## src/rtl/hazard_ctrl.sv

```systemverilog
// Pipeline hazard sequencer for the 5-stage core: load-use interlock, redirect
// flush, multi-cycle divide hold and data-memory wait stalls.
module hazard_ctrl #(
    parameter int REG_BITS   = 5,
    parameter int DIV_CYCLES = 8,
    parameter int CNT_W      = 4
) (
    input  logic                clk,
    input  logic                rst,
    input  logic [REG_BITS-1:0] D_rs1,
    input  logic [REG_BITS-1:0] D_rs2,
    input  logic                D_use_rs1,
    input  logic                D_use_rs2,
    input  logic [REG_BITS-1:0] EX_rd,
    input  logic                EX_is_load,
    input  logic                EX_is_div,
    input  logic                EX_taken,
    input  logic                MEM_req,
    input  logic                MEM_ready,
    output logic                stall_F,
    output logic                stall_D,
    output logic                stall_E,
    output logic                stall_M,
    output logic                flush_D,
    output logic                bubble_E,
    output logic                bubble_M,
    output logic                bubble_W,
    output logic                busy,
    output logic [15:0]         stall_cnt
);

    typedef enum logic [1:0] {
        RUN      = 2'd0,
        DIV_WAIT = 2'd1,
        MEM_WAIT = 2'd2
    } state_t;

    // Control vector bit order: {stall_F, stall_D, stall_E, stall_M, flush_D, bubble_E, bubble_M, bubble_W}
    localparam logic [7:0] CTRL_NONE = 8'b0000_0000;
    localparam logic [7:0] CTRL_MEM  = 8'b1111_0001;
    localparam logic [7:0] CTRL_DIV  = 8'b1110_0010;
    localparam logic [7:0] CTRL_FLSH = 8'b0000_1100;
    localparam logic [7:0] CTRL_LDU  = 8'b1100_0100;

    localparam logic [CNT_W-1:0] DIV_LAST = CNT_W'(DIV_CYCLES - 1);
    localparam logic [CNT_W-1:0] CNT_ONE  = {{(CNT_W-1){1'b0}}, 1'b1};
    localparam logic [CNT_W-1:0] CNT_ZERO = {CNT_W{1'b0}};

    state_t           state_r;
    state_t           state_next_s;
    logic [CNT_W-1:0] cnt_r;
    logic [CNT_W-1:0] cnt_next_s;
    logic             mem_miss_s;
    logic             load_use_s;
    logic [7:0]       ctrl_s;

    // Priority of the non-memory RUN hazards: divide, redirect, load-use.
    function automatic logic [7:0] run_ctrl(input logic is_div, input logic taken,
                                            input logic ld_use);
        logic [7:0] c;
        if (is_div) begin
            c = CTRL_DIV;
        end else if (taken) begin
            c = CTRL_FLSH;
        end else if (ld_use) begin
            c = CTRL_LDU;
        end else begin
            c = CTRL_NONE;
        end
        return c;
    endfunction

    // Hazard detection terms shared by next-state and output logic.
    always_comb begin
        mem_miss_s = MEM_req & ~MEM_ready;
        load_use_s = EX_is_load & (EX_rd != {REG_BITS{1'b0}}) &
                     ((D_use_rs1 & (D_rs1 == EX_rd)) | (D_use_rs2 & (D_rs2 == EX_rd)));
    end

    // State and divide countdown registers.
    always_ff @(posedge clk) begin
        state_r <= state_next_s;
        cnt_r   <= cnt_next_s;
    end

    // Next-state logic; a synchronous reset abandons any pending divide or miss.
    always_comb begin
        state_next_s = state_r;
        cnt_next_s   = cnt_r;
        if (rst) begin
            state_next_s = RUN;
            cnt_next_s   = CNT_ZERO;
        end else begin
            case (state_r)
                RUN: begin
                    if (mem_miss_s) begin
                        state_next_s = MEM_WAIT;
                    end else if (EX_is_div) begin
                        state_next_s = DIV_WAIT;
                        cnt_next_s   = DIV_LAST;
                    end else begin
                        state_next_s = RUN;
                    end
                end
                DIV_WAIT: begin
                    if (cnt_r != CNT_ZERO) begin
                        cnt_next_s = cnt_r - CNT_ONE;
                    end else begin
                        state_next_s = RUN;
                    end
                end
                MEM_WAIT: begin
                    if (!MEM_ready) begin
                        state_next_s = MEM_WAIT;
                    end else if (EX_is_div) begin
                        state_next_s = DIV_WAIT;
                        cnt_next_s   = DIV_LAST;
                    end else begin
                        state_next_s = RUN;
                    end
                end
                default: begin
                    state_next_s = RUN;
                    cnt_next_s   = CNT_ZERO;
                end
            endcase
        end
    end

    // Output decode; a divide release only honours a deferred redirect.
    always_comb begin
        ctrl_s = CTRL_NONE;
        if (rst) begin
            ctrl_s = CTRL_NONE;
        end else begin
            case (state_r)
                RUN: begin
                    if (mem_miss_s) begin
                        ctrl_s = CTRL_MEM;
                    end else begin
                        ctrl_s = run_ctrl(EX_is_div, EX_taken, load_use_s);
                    end
                end
                DIV_WAIT: begin
                    if (cnt_r != CNT_ZERO) begin
                        ctrl_s = CTRL_DIV;
                    end else if (EX_taken) begin
                        ctrl_s = CTRL_FLSH;
                    end else begin
                        ctrl_s = CTRL_NONE;
                    end
                end
                MEM_WAIT: begin
                    if (!MEM_ready) begin
                        ctrl_s = CTRL_MEM;
                    end else begin
                        ctrl_s = run_ctrl(EX_is_div, EX_taken, load_use_s);
                    end
                end
                default: begin
                    ctrl_s = CTRL_NONE;
                end
            endcase
        end
    end

    assign {stall_F, stall_D, stall_E, stall_M, flush_D, bubble_E, bubble_M, bubble_W} = ctrl_s;
    assign busy = ~rst & (state_r != RUN);

    // Saturating count of PC-hold cycles.
    always_ff @(posedge clk) begin
        if (rst) begin
            stall_cnt <= 16'd0;
        end else if (stall_F && (stall_cnt != 16'hFFFF)) begin
            stall_cnt <= stall_cnt + 16'd1;
        end else begin
            stall_cnt <= stall_cnt;
        end
    end

endmodule

```

## config.mk

```make
export PLATFORM = sky130hd
export DESIGN_NAME = hazard_ctrl
export DESIGN_NICKNAME = d
export VERILOG_FILES = /design/src/rtl/hazard_ctrl.sv
export SDC_FILE = /design/constraint.sdc
export NUM_CORES = 1
export LEC_CHECK = 0
export ABC_CLOCK_PERIOD_IN_PS = 3100
export CORE_MARGIN = 10
export CORE_UTILIZATION = 50
export CTS_BUF_LIST = sky130_fd_sc_hd__clkbuf_4
export DETAILED_ROUTE_END_ITERATION = 12
export GPL_ROUTABILITY_DRIVEN = 0
export PLACE_DENSITY = 0.91
export SYNTH_ARGS = -nofsm -noshare
export SYNTH_HDL_FRONTEND = slang
export SYNTH_SLANG_ARGS = --single-unit
export TNS_END_PERCENT = 1
```

## constraint.sdc

```tcl
create_clock -name clk -period 3.1 [get_ports clk]
set_input_delay 0.31 -clock clk [delete_from_list [all_inputs] [get_ports clk]]
set_output_delay 0.31 -clock clk [all_outputs]
set_load 0.01 [all_outputs]
```

==> results_dict.tcl <==
set metrics [dict create \
    crit_fanout 4 \
    cts_buffers 3 \
    die_h_um 72.4 \
    grt_usage 0.147 \
    max_slew_margin 0.678 \
    area_growth_pct 37.1 \
    yosys_most_used_dff "dfxtp_1" \
    avgSynthCellArea_um2 8.18 \
    grt_start_max_net_pins 21 \
    finalSetupViolCount 0 \
    num_io_pins 49 \
    design.core.area_um2 2540 \
    fin_crit_sh 0.889 \
    drv_slew 0 \
    grt_pass1_wl_um 6470 \
    num_vias 1485 \
    tns_ns 0 \
    vias_per_cell 6.06 \
    reg2reg_depth 8 \
    switchingPower_uw 185 \
    critPathCaptureType "primary output" \
    fmax_mhz 363 \
    drt_iter0_drc 88 \
    wl_per_cell_um 16.5 \
    cts.path.max_buffers 2 \
    final_common_cell "clkdlybuf4s50_1" \
    place_hpwl_um 3170 \
    clock_skew_ns 0.00899 \
    cts-resized-gates 0 \
    yosys_warnings 0 \
    drt_wl_total_um 4040 \
    power.internal_uw 428 \
    cp_slowest_cell "or4_1" \
    max_stage_delay_ns 0.59 \
    worst_slew_pin_slew_ns 0.483 \
    yosysSeqAreaShare 0.320 \
    grt_overflow 0 \
    path_class "in2out" \
    die-area_um2 5250 \
    p_per_area_nw_per_um2 325 \
    cts_root_buf "clkbuf_4" \
    cts_max_level 1 \
    drtAntennaViolNets 0 \
    nNetsFinal 243 \
    most-common-layout-cells "clkdlybuf4s50_1 (48), dfxtp_1 (22), a21oi_1 (18), nor2_1 (11)" \
    switching_share 0.302 \
    grt_pass1_vias 1462 \
    synthArstFlopShare 0 \
    clkTransAtPathRegs_ns 0.13 \
    clk_latency_ns 0.31 \
    cts.sinks 22 \
    final_hold_viol_count 0 \
    pre_cts_ws_ns 0.335 \
    startpoint_type "input port" \
    synth_area_um2 1380 \
    ys_ff_latch 22 \
    die_w_um 72.4 \
    status "finished, final reports clean" \
    start_util 0.540 \
    arrival_ns 2.45 \
    synthesis.nets 195 \
    worstPathRequired_ns 2.79 \
    fin_util 0.741 \
    grt_antenna_before_repair 0 \
    n_antenna_cell 0 \
    cts_tree "yes" \
    drc 0 \
    drv_cap 0 \
    p_clk_frac 0.224 \
    final.min_clock_period_ns 2.76 \
    drive_above_1_share 0.0791 \
    peakVddDrop_mv 0.311 \
    postCtsSetupRepairBufs 0 \
    hold_depth 2 \
    p_comb_frac 0.274 \
    power_frac_seq 0.502 \
    dp.cells 241 \
    num_rows 18 \
    holdBufCountCts 0 \
    portBuffers 48 \
    crit_chain "clkdlybuf4s50_1 > or4_1 > o2111ai_2 > inv_1 > a31o_1 > clkdlybuf4s50_1" \
    syn_inst 168 \
    fin_cells 245 \
    synth_edf_count 0 \
    grt_setup_unrepaired "false" \
    synth.distinct_cells 42 \
    cpMostUsedCell "clkdlybuf4s50_1" \
    hold_class "reg2reg" \
    fillers 203 \
    setup_ws_ns 0.344 \
    first_pass_iters 4 \
    leakage_uw 0.000609 \
]
flip-flops by register name (all words and copies together), names as in the netlist:
signal,flops
stall_cnt,16
cnt_r,4
state_r,2
synthesized netlist by cell type (4+ instances only):
cell type,number,area [µm²]
nand3_1,9,45.0
or4_1,5,37.5
nand4_1,6,37.5
inv_1,10,37.5
xnor2_1,10,87.6
or3_1,9,56.3
dfxtp_1,22,440
a21oi_1,18,90.1
nand2_1,7,26.3
nor3_1,6,30.0
nor2_1,11,41.3
o31ai_1,4,30.0
o21ai_1,9,45.0
path summary, 6_finish.rpt:
kind | slack, ns | end | startpoint
worst max-delay path | 0.34 | stall_D | EX_rd[1]
worst min-delay path | 0.51 | cnt_r[2] | cnt_r[2]
worst max register to register | 0.77 | stall_cnt[7] | stall_cnt[0]
worst min register to register | 0.51 | cnt_r[2] | cnt_r[2]
area by class of cell:
type,instances,area (µm²),area share
inverter,12,45.0,0.0239
timing repair buffer,50,495,0.263
clock buffer,3,22.5,0.0119
clock inverter,1,3.75,0.00199
tap,30,37.5,0.0199
sequential,22,440,0.234
multi-input combinational,127,841,0.446
power by group through the flow:
| stage | clock (µW) | sequential, µW | combinational (µW) |
|---|---|---|---|
| final | 138 | 307 | 168 |
| after global routing | 150 | 310 | 183 |
| after CTS | 136 | 307 | 169 |
| after detailed placement | 0 | 313 | 168 |
| after global placement | 0 | 312 | 161 |
| after floorplan | 0 | 312 | 97.5 |
stage by stage:
step	area (µm²)	power, µW	hold WS, ns
after floorplan	1380	409	0.445
after global placement	1860	474	0.461
after detailed placement	1860	481	0.485
after CTS	1890	613	0.504
after global routing	1890	642	0.520
final	1890	613	0.506
logic make-up (layout without fill, tap and decap cells):
| family | after synthesis | count (layout) | synth area share |
|---|---|---|---|
| simple gates | 61 | 61 | 0.245 |
| compound gates | 51 | 51 | 0.262 |
| flops | 22 | 22 | 0.320 |
| buf+inv | 19 | 66 | 0.0682 |
| xor+xnor | 11 | 11 | 0.0701 |
| fa+ha+maj | 3 | 3 | 0.0273 |
| mux | 1 | 1 | 0.00728 |
per-layer routing:
layer | GRT usage | part of all wire
met4 | 0.0359 | 0.0072
met1 | 0.161 | 0.43
met2 | 0.255 | 0.46
met3 | 0.0653 | 0.10
met5 | 0 | 0
critical path: cells and delay by family:
kind	cells	cell delay, ns
AOI/OAI and AO/OA	2	0.48
buffers and inverters	3	1.06
and+or+nand+nor	1	0.59
No activity file was read; power rests on OpenSTA's default activity.
==> RTL change 1 (same settings) <==
Register the input `EX_is_div` before use. The logic sees it one clock later. The other inputs are not delayed to match.
--- a/src/rtl/hazard_ctrl.sv
+++ b/src/rtl/hazard_ctrl.sv
@@ -45,6 +45,12 @@
     localparam logic [CNT_W-1:0] DIV_LAST = CNT_W'(DIV_CYCLES - 1);
     localparam logic [CNT_W-1:0] CNT_ONE  = {{(CNT_W-1){1'b0}}, 1'b1};
     localparam logic [CNT_W-1:0] CNT_ZERO = {CNT_W{1'b0}};
+
+    logic EX_is_div_q;
+
+    always_ff @(posedge clk) begin
+        EX_is_div_q <= EX_is_div;
+    end
 
     state_t           state_r;
     state_t           state_next_s;
@@ -95,7 +101,7 @@
                 RUN: begin
                     if (mem_miss_s) begin
                         state_next_s = MEM_WAIT;
-                    end else if (EX_is_div) begin
+                    end else if (EX_is_div_q) begin
                         state_next_s = DIV_WAIT;
                         cnt_next_s   = DIV_LAST;
                     end else begin
@@ -112,7 +118,7 @@
                 MEM_WAIT: begin
                     if (!MEM_ready) begin
                         state_next_s = MEM_WAIT;
-                    end else if (EX_is_div) begin
+                    end else if (EX_is_div_q) begin
                         state_next_s = DIV_WAIT;
                         cnt_next_s   = DIV_LAST;
                     end else begin
@@ -138,7 +144,7 @@
                     if (mem_miss_s) begin
                         ctrl_s = CTRL_MEM;
                     end else begin
-                        ctrl_s = run_ctrl(EX_is_div, EX_taken, load_use_s);
+                        ctrl_s = run_ctrl(EX_is_div_q, EX_taken, load_use_s);
                     end
                 end
                 DIV_WAIT: begin
@@ -154,7 +160,7 @@
                     if (!MEM_ready) begin
                         ctrl_s = CTRL_MEM;
                     end else begin
-                        ctrl_s = run_ctrl(EX_is_div, EX_taken, load_use_s);
+                        ctrl_s = run_ctrl(EX_is_div_q, EX_taken, load_use_s);
                     end
                 end
                 default: begin
Behaviour: not the same (Yosys sat finds a counterexample within 4 cycles, from zero or initial values and one cycle with rst high).
==> RTL change 1 against the unedited design <==
  * Sequential cell count grew 1
  * Setup slack worse by 0.035 ns
  * Routed wire length down 3.3%
  * Largest cell class unchanged
  * First-iteration DRC count decreased by 35%
  * Power rose by 2.2%
  * Core utilization decreased by 3.8 points
  * Global-route usage is 0.24 points lower
  * Die area up 0.86%
  * Sequential power rose by 5%
  * Non-clock buffer count unchanged
  * Area after synthesis increased by 1.2%
  * Critical path depth grew 1
  * Design area increased by 1.0%
==> RTL change 1: results (changes against the unedited design) <==
Status
  • Status: finished, final reports clean

Finish
  • Buffering overhead: 26.02% (-0.26 points)
  • Non-CTS inverters: 10 (-2)
  • Share of layout cells above drive strength 1: 6.542% (-1.4 points)
  • Layout clock area frac: 1.445% (+0.052 points)
  • Sequential share of cell area: 24.18% (+0.82 points)
  • Final net count: 242 (-0.41%)
  • Post-layout util: 70.27% (-3.8 points)
  • Fraction of area in multi-input gates: 44.35% (-0.24 points)

Timing
  • Min Tclk post-route: 2.790 ns (+0.03480 ns)
  • Hold_ws: 0.4604 ns (-0.04608 ns)
  • Skew final: 0.009530 ns (+0.0005387 ns)

Pwr
  • VDD IR-drop max: 0.3133 mV (+0.83%)
  • P_int: 445.2 uW (+4.1%)
  • P_leak: 0.6407 nW (+5.3%)
  • Comb. pwr: 167 uW
  • Clk pwr share: 21.8% (-0.6 points)
  • Switching pwr: 180.8 uW (-2.3%)

Yosys
  • Seq/Total Area, Yosys: 33.09% (+1.1 points)
  • Area contributors post-synth: dfxtp_1 33%, a21oi_1 5.8%, xor2_1 5.7%
  • Synth cell types: 47 (+12%)
  • Top cells by count, synth: 23 x dfxtp_1, 16 x a21oi_1, 11 x nor2_1
  • Syn Area/Cell: 8.282 um^2 (+1.2%)

Drt
  • Via-to-Cell Ratio: 5.833 (-3.8%)
  • Starting DRT DRC Count: 57 (-35%)
  • Routed WL: 3911 um (-3.3%)
  • Via Count: 1,429 (-3.8%)

Critical path
  • Worst-path cell with the longest stage delay: clkdlybuf4s50_1
  • Crit path capture: flush_D
  • Reg2reg path depth: 6 (-2)
  • Worst EP arrival: 2.48 ns (+0.03 ns)
  • CP Class: flip-flop to output pin
  • Worst reg2reg startpoint: stall_cnt[6]
  • Slowest cell delay on critical path: 0.57 ns (-0.02 ns)
  • CP Launch Point: cnt_r[0]

Worst hold path
  • Worst Hold Path EP: EX_is_div_q
  • Min-delay src: EX_is_div
  • Worst min path class: input pin to flip-flop
  • Hold path depth: 1 (-1)

Placed design
  • Placed wire-length estimate: 3089 um (-2.4%)
  • DP Worst Slack: 0.2861 ns (-0.04895 ns)
  • Post-DP Area: 0.001877 mm^2 (+0.94%)

Global route
  • Global-route wire length before repair: 6430 um (-0.65%)
  • Largest net degree at the start of global routing: 28 (+33%)
  • All-Layer GR Usage: 14.48% (-0.24 points)

Clock tree
  • Clock sink total: 23 (+4.5%)
RTL change 1: layer usage:
metal  global-route usage [%]  vias to the layer above  part of all wire, %
met5                        0                        -                    0
met4                    5.063                        0                 0.82
met3                    3.673                        2                  7.2
met2                    24.86                       43                   50
met1                    16.90                      674                   42
li1                         -                      710                    -
RTL change 1: critical path: cells and delay by family (launching register included):
kind | cells | cell delay, ns
AOI/OAI and AO/OA | 1 | 0.27
DFF | 1 | 0.35
buffers and inverters | 2 | 0.65
and+or+nand+nor | 3 | 0.77
adders and majority gates | 1 | 0.14
RTL change 1: cell families after synthesis:
logic type / count (synthesis) / share of synthesized area (%)
AOI/OAI and AO/OA: 48 / 23.20
xor gates and xnor gates: 11 / 6.925
adders and majority gates: 3 / 2.698
buffers and inverters: 18 / 6.206
DFF: 23 / 33.09
muxes: 2 / 1.529
and+or+nand+nor: 63 / 26.35
==> RTL change 2 (same flow settings) <==
Without the edit above. The parameter `REG_BITS` goes from 5 to 10.
--- a/src/rtl/hazard_ctrl.sv
+++ b/src/rtl/hazard_ctrl.sv
@@ -1,7 +1,7 @@
 // Pipeline hazard sequencer for the 5-stage core: load-use interlock, redirect
 // flush, multi-cycle divide hold and data-memory wait stalls.
 module hazard_ctrl #(
-    parameter int REG_BITS   = 5,
+    parameter int REG_BITS   = 10,
     parameter int DIV_CYCLES = 8,
     parameter int CNT_W      = 4
 ) (
Interface: changed (resized D_rs1, D_rs2 and EX_rd); port bits go from 49 to 64. No check against the original RTL was run, so the function may have changed too.
==> RTL change 2 against the unedited design <==
  * Sequential cell count did not move
  * Combinational power grew 20%
  * Global-route usage rose by 1.2 points
  * Setup slack improved by 0.054 ns
  * Cell count rose by 11%
  * Area after synthesis increased by 11%
  * Critical path type unchanged
  * Routed wire length rose by 8.4%
  * Die area rose by 7.7%
  * Largest cell class unchanged
  * Design area rose by 16%
  * Power up 3.4%
  * Clock power down 9%
==> RTL change 2: results (changes against the unedited design) <==
Status
  • Status: finished, final reports clean

Drt
  • Routed WL: 4382 um (+8.4%)
  • 1st-pass router iterations: 5 (+1)
  • Via Count: 1,440 (-3.0%)
  • Via-to-Cell Ratio: 5.314 (-12%)
  • Starting DRT DRC Count: 72 (-18%)

Yosys
  • Top cells by count, synth: 22 x dfxtp_1, 22 x nor2_1, 20 x xnor2_1
  • Synth cell types: 41 (-2.4%)
  • Seq/Total Area, Yosys: 28.92% (-3.1 points)
  • Syn Nets: 222 (+14%)
  • Ys Warns: 0 (unchanged)
  • Main synth FF type: dfxtp_1
  • Syn Area/Cell: 8.460 um^2 (+3.4%)
  • Post-synth ARST share: 0% (unchanged)
  • Area contributors post-synth: dfxtp_1 29%, xnor2_1 12%, nor2_1 5.4%

Clock tree
  • CTS resizes: 0 (unchanged)
  • Clock buffer depth: 2 (unchanged)
  • CTS buffer count: 3 (unchanged)
  • CTS clk-pin slew, worst paths: 0.11 ns (-0.02 ns)
  • # H-tree levels: 1 (unchanged)
  • Clock latency on the worst-skew pair: 0.30 ns
  • CTS root buffer: clkbuf_4
  • Setup Buffers After CTS: 0 (unchanged)

Critical path
  • Worst EP arrival: 2.39 ns (-0.06 ns)
  • Slowest cell delay on critical path: 0.59 ns (about the same)
  • Worst-path cell with the longest stage delay: clkdlybuf4s50_1
  • Crit path launch type: input pin
  • Crit Path Max Fanout: 4 (unchanged)

Finish
  • Antenna cells: 0 (unchanged)
  • Final net count: 284 (+17%)
  • Share of layout cells above drive strength 1: 5.417% (-2.5 points)
  • Layout filler cell count: 205 (+0.99%)
  • Largest registers: stall_cnt x16, cnt_r x4, state_r x2

Placed design
  • Port Buffer Count: 63 (+31%)
  • Placed cells: 268 (+11%)
  • DP Worst Slack: 0.4076 ns (+0.07254 ns)
  • Placed wire-length estimate: 3669 um (+16%)

Global route
  • All-Layer GR Usage: 15.93% (+1.2 points)
  • Largest net degree at the start of global routing: 33 (+57%)
  • Vias in the first global route: 1,486 (+1.6%)
  • GRT Residual Overflow: 0 (unchanged)
  • Global-route wire length before repair: 7127 um (+10%)
  • Initial antenna violation count: 0 (unchanged)

Pwr
  • VDD IR-drop max: 0.3190 mV (+2.7%)
  • P_leak: 0.8567 nW (+41%)

Timing
  • Max-slew violation count: 0 (unchanged)
  • Endpoints failing hold: 0 (unchanged)
  • Max transition margin: 64.93% (-2.8 points)
  • Skew final: 0.001680 ns (-0.007311 ns)
  • Final setup violation count: 0 (unchanged)

Worst hold path
  • Worst min path class: flip-flop to flip-flop
-- RTL change 2: routing by layer --
| metal | global-route usage, % | wire length, um | vias up |
|---|---|---|---|
| met5 | 0 | 0 | - |
| met4 | 1.649 | 12 | 0 |
| met3 | 6.045 | 333 | 2 |
| met2 | 29.43 | 2325 | 31 |
| met1 | 17.45 | 1710 | 656 |
| li1 | - | - | 751 |
-- RTL change 2: cell type report --
class,count,area share (%)
tap,31,1.777
clock buffer,3,1.032
multi-input combinational,144,46.42
timing repair buffer,65,29.57
inverter,6,1.032
sequential,22,20.17
-- RTL change 2: cell families after synthesis --
logic type      Yosys count  share of synthesized area [%]
compound gates           23                          12.49
xor+xnor                 22                          12.65
fa+ha+maj                 3                          2.465
buf+inv                  14                          4.518
flops                    22                          28.92
mux                      11                          7.560
simple gates             85                          31.39
-- RTL change 2: critical path: cells and delay by family --
family | cells | cell delay [ns]
buf+inv | 2 | 1.13
compound gates | 1 | 0.18
simple gates | 3 | 0.61
xor+xnor | 1 | 0.15
-- RTL change 2: worst paths after layout --
kind,from,end,slack [ns],depth (start not counted)
hold / removal,stall_cnt[4],stall_cnt[4],0.50,1
setup / recovery,EX_rd[2],stall_F,0.40,7
hold reg to reg,stall_cnt[4],stall_cnt[4],0.50,1
setup reg to reg,state_r[0],stall_cnt[14],0.96,7
-- RTL change 2: power by group --
part,switching [mW],leakage (nW),internal (mW)
Sequential,0.0137,0.179,0.293
Clock,0.0801,0.0138,0.0453
Combinational,0.0904,0.664,0.111
-- RTL change 2: stage by stage --
stage	total power, mW	instance area (um^2)
after floorplan	0.4164	1523
after detailed placement	0.5136	2161
after CTS	0.6378	2183
after global routing	0.6676	2183
final	0.6339	2183
after global placement	0.5088	2161
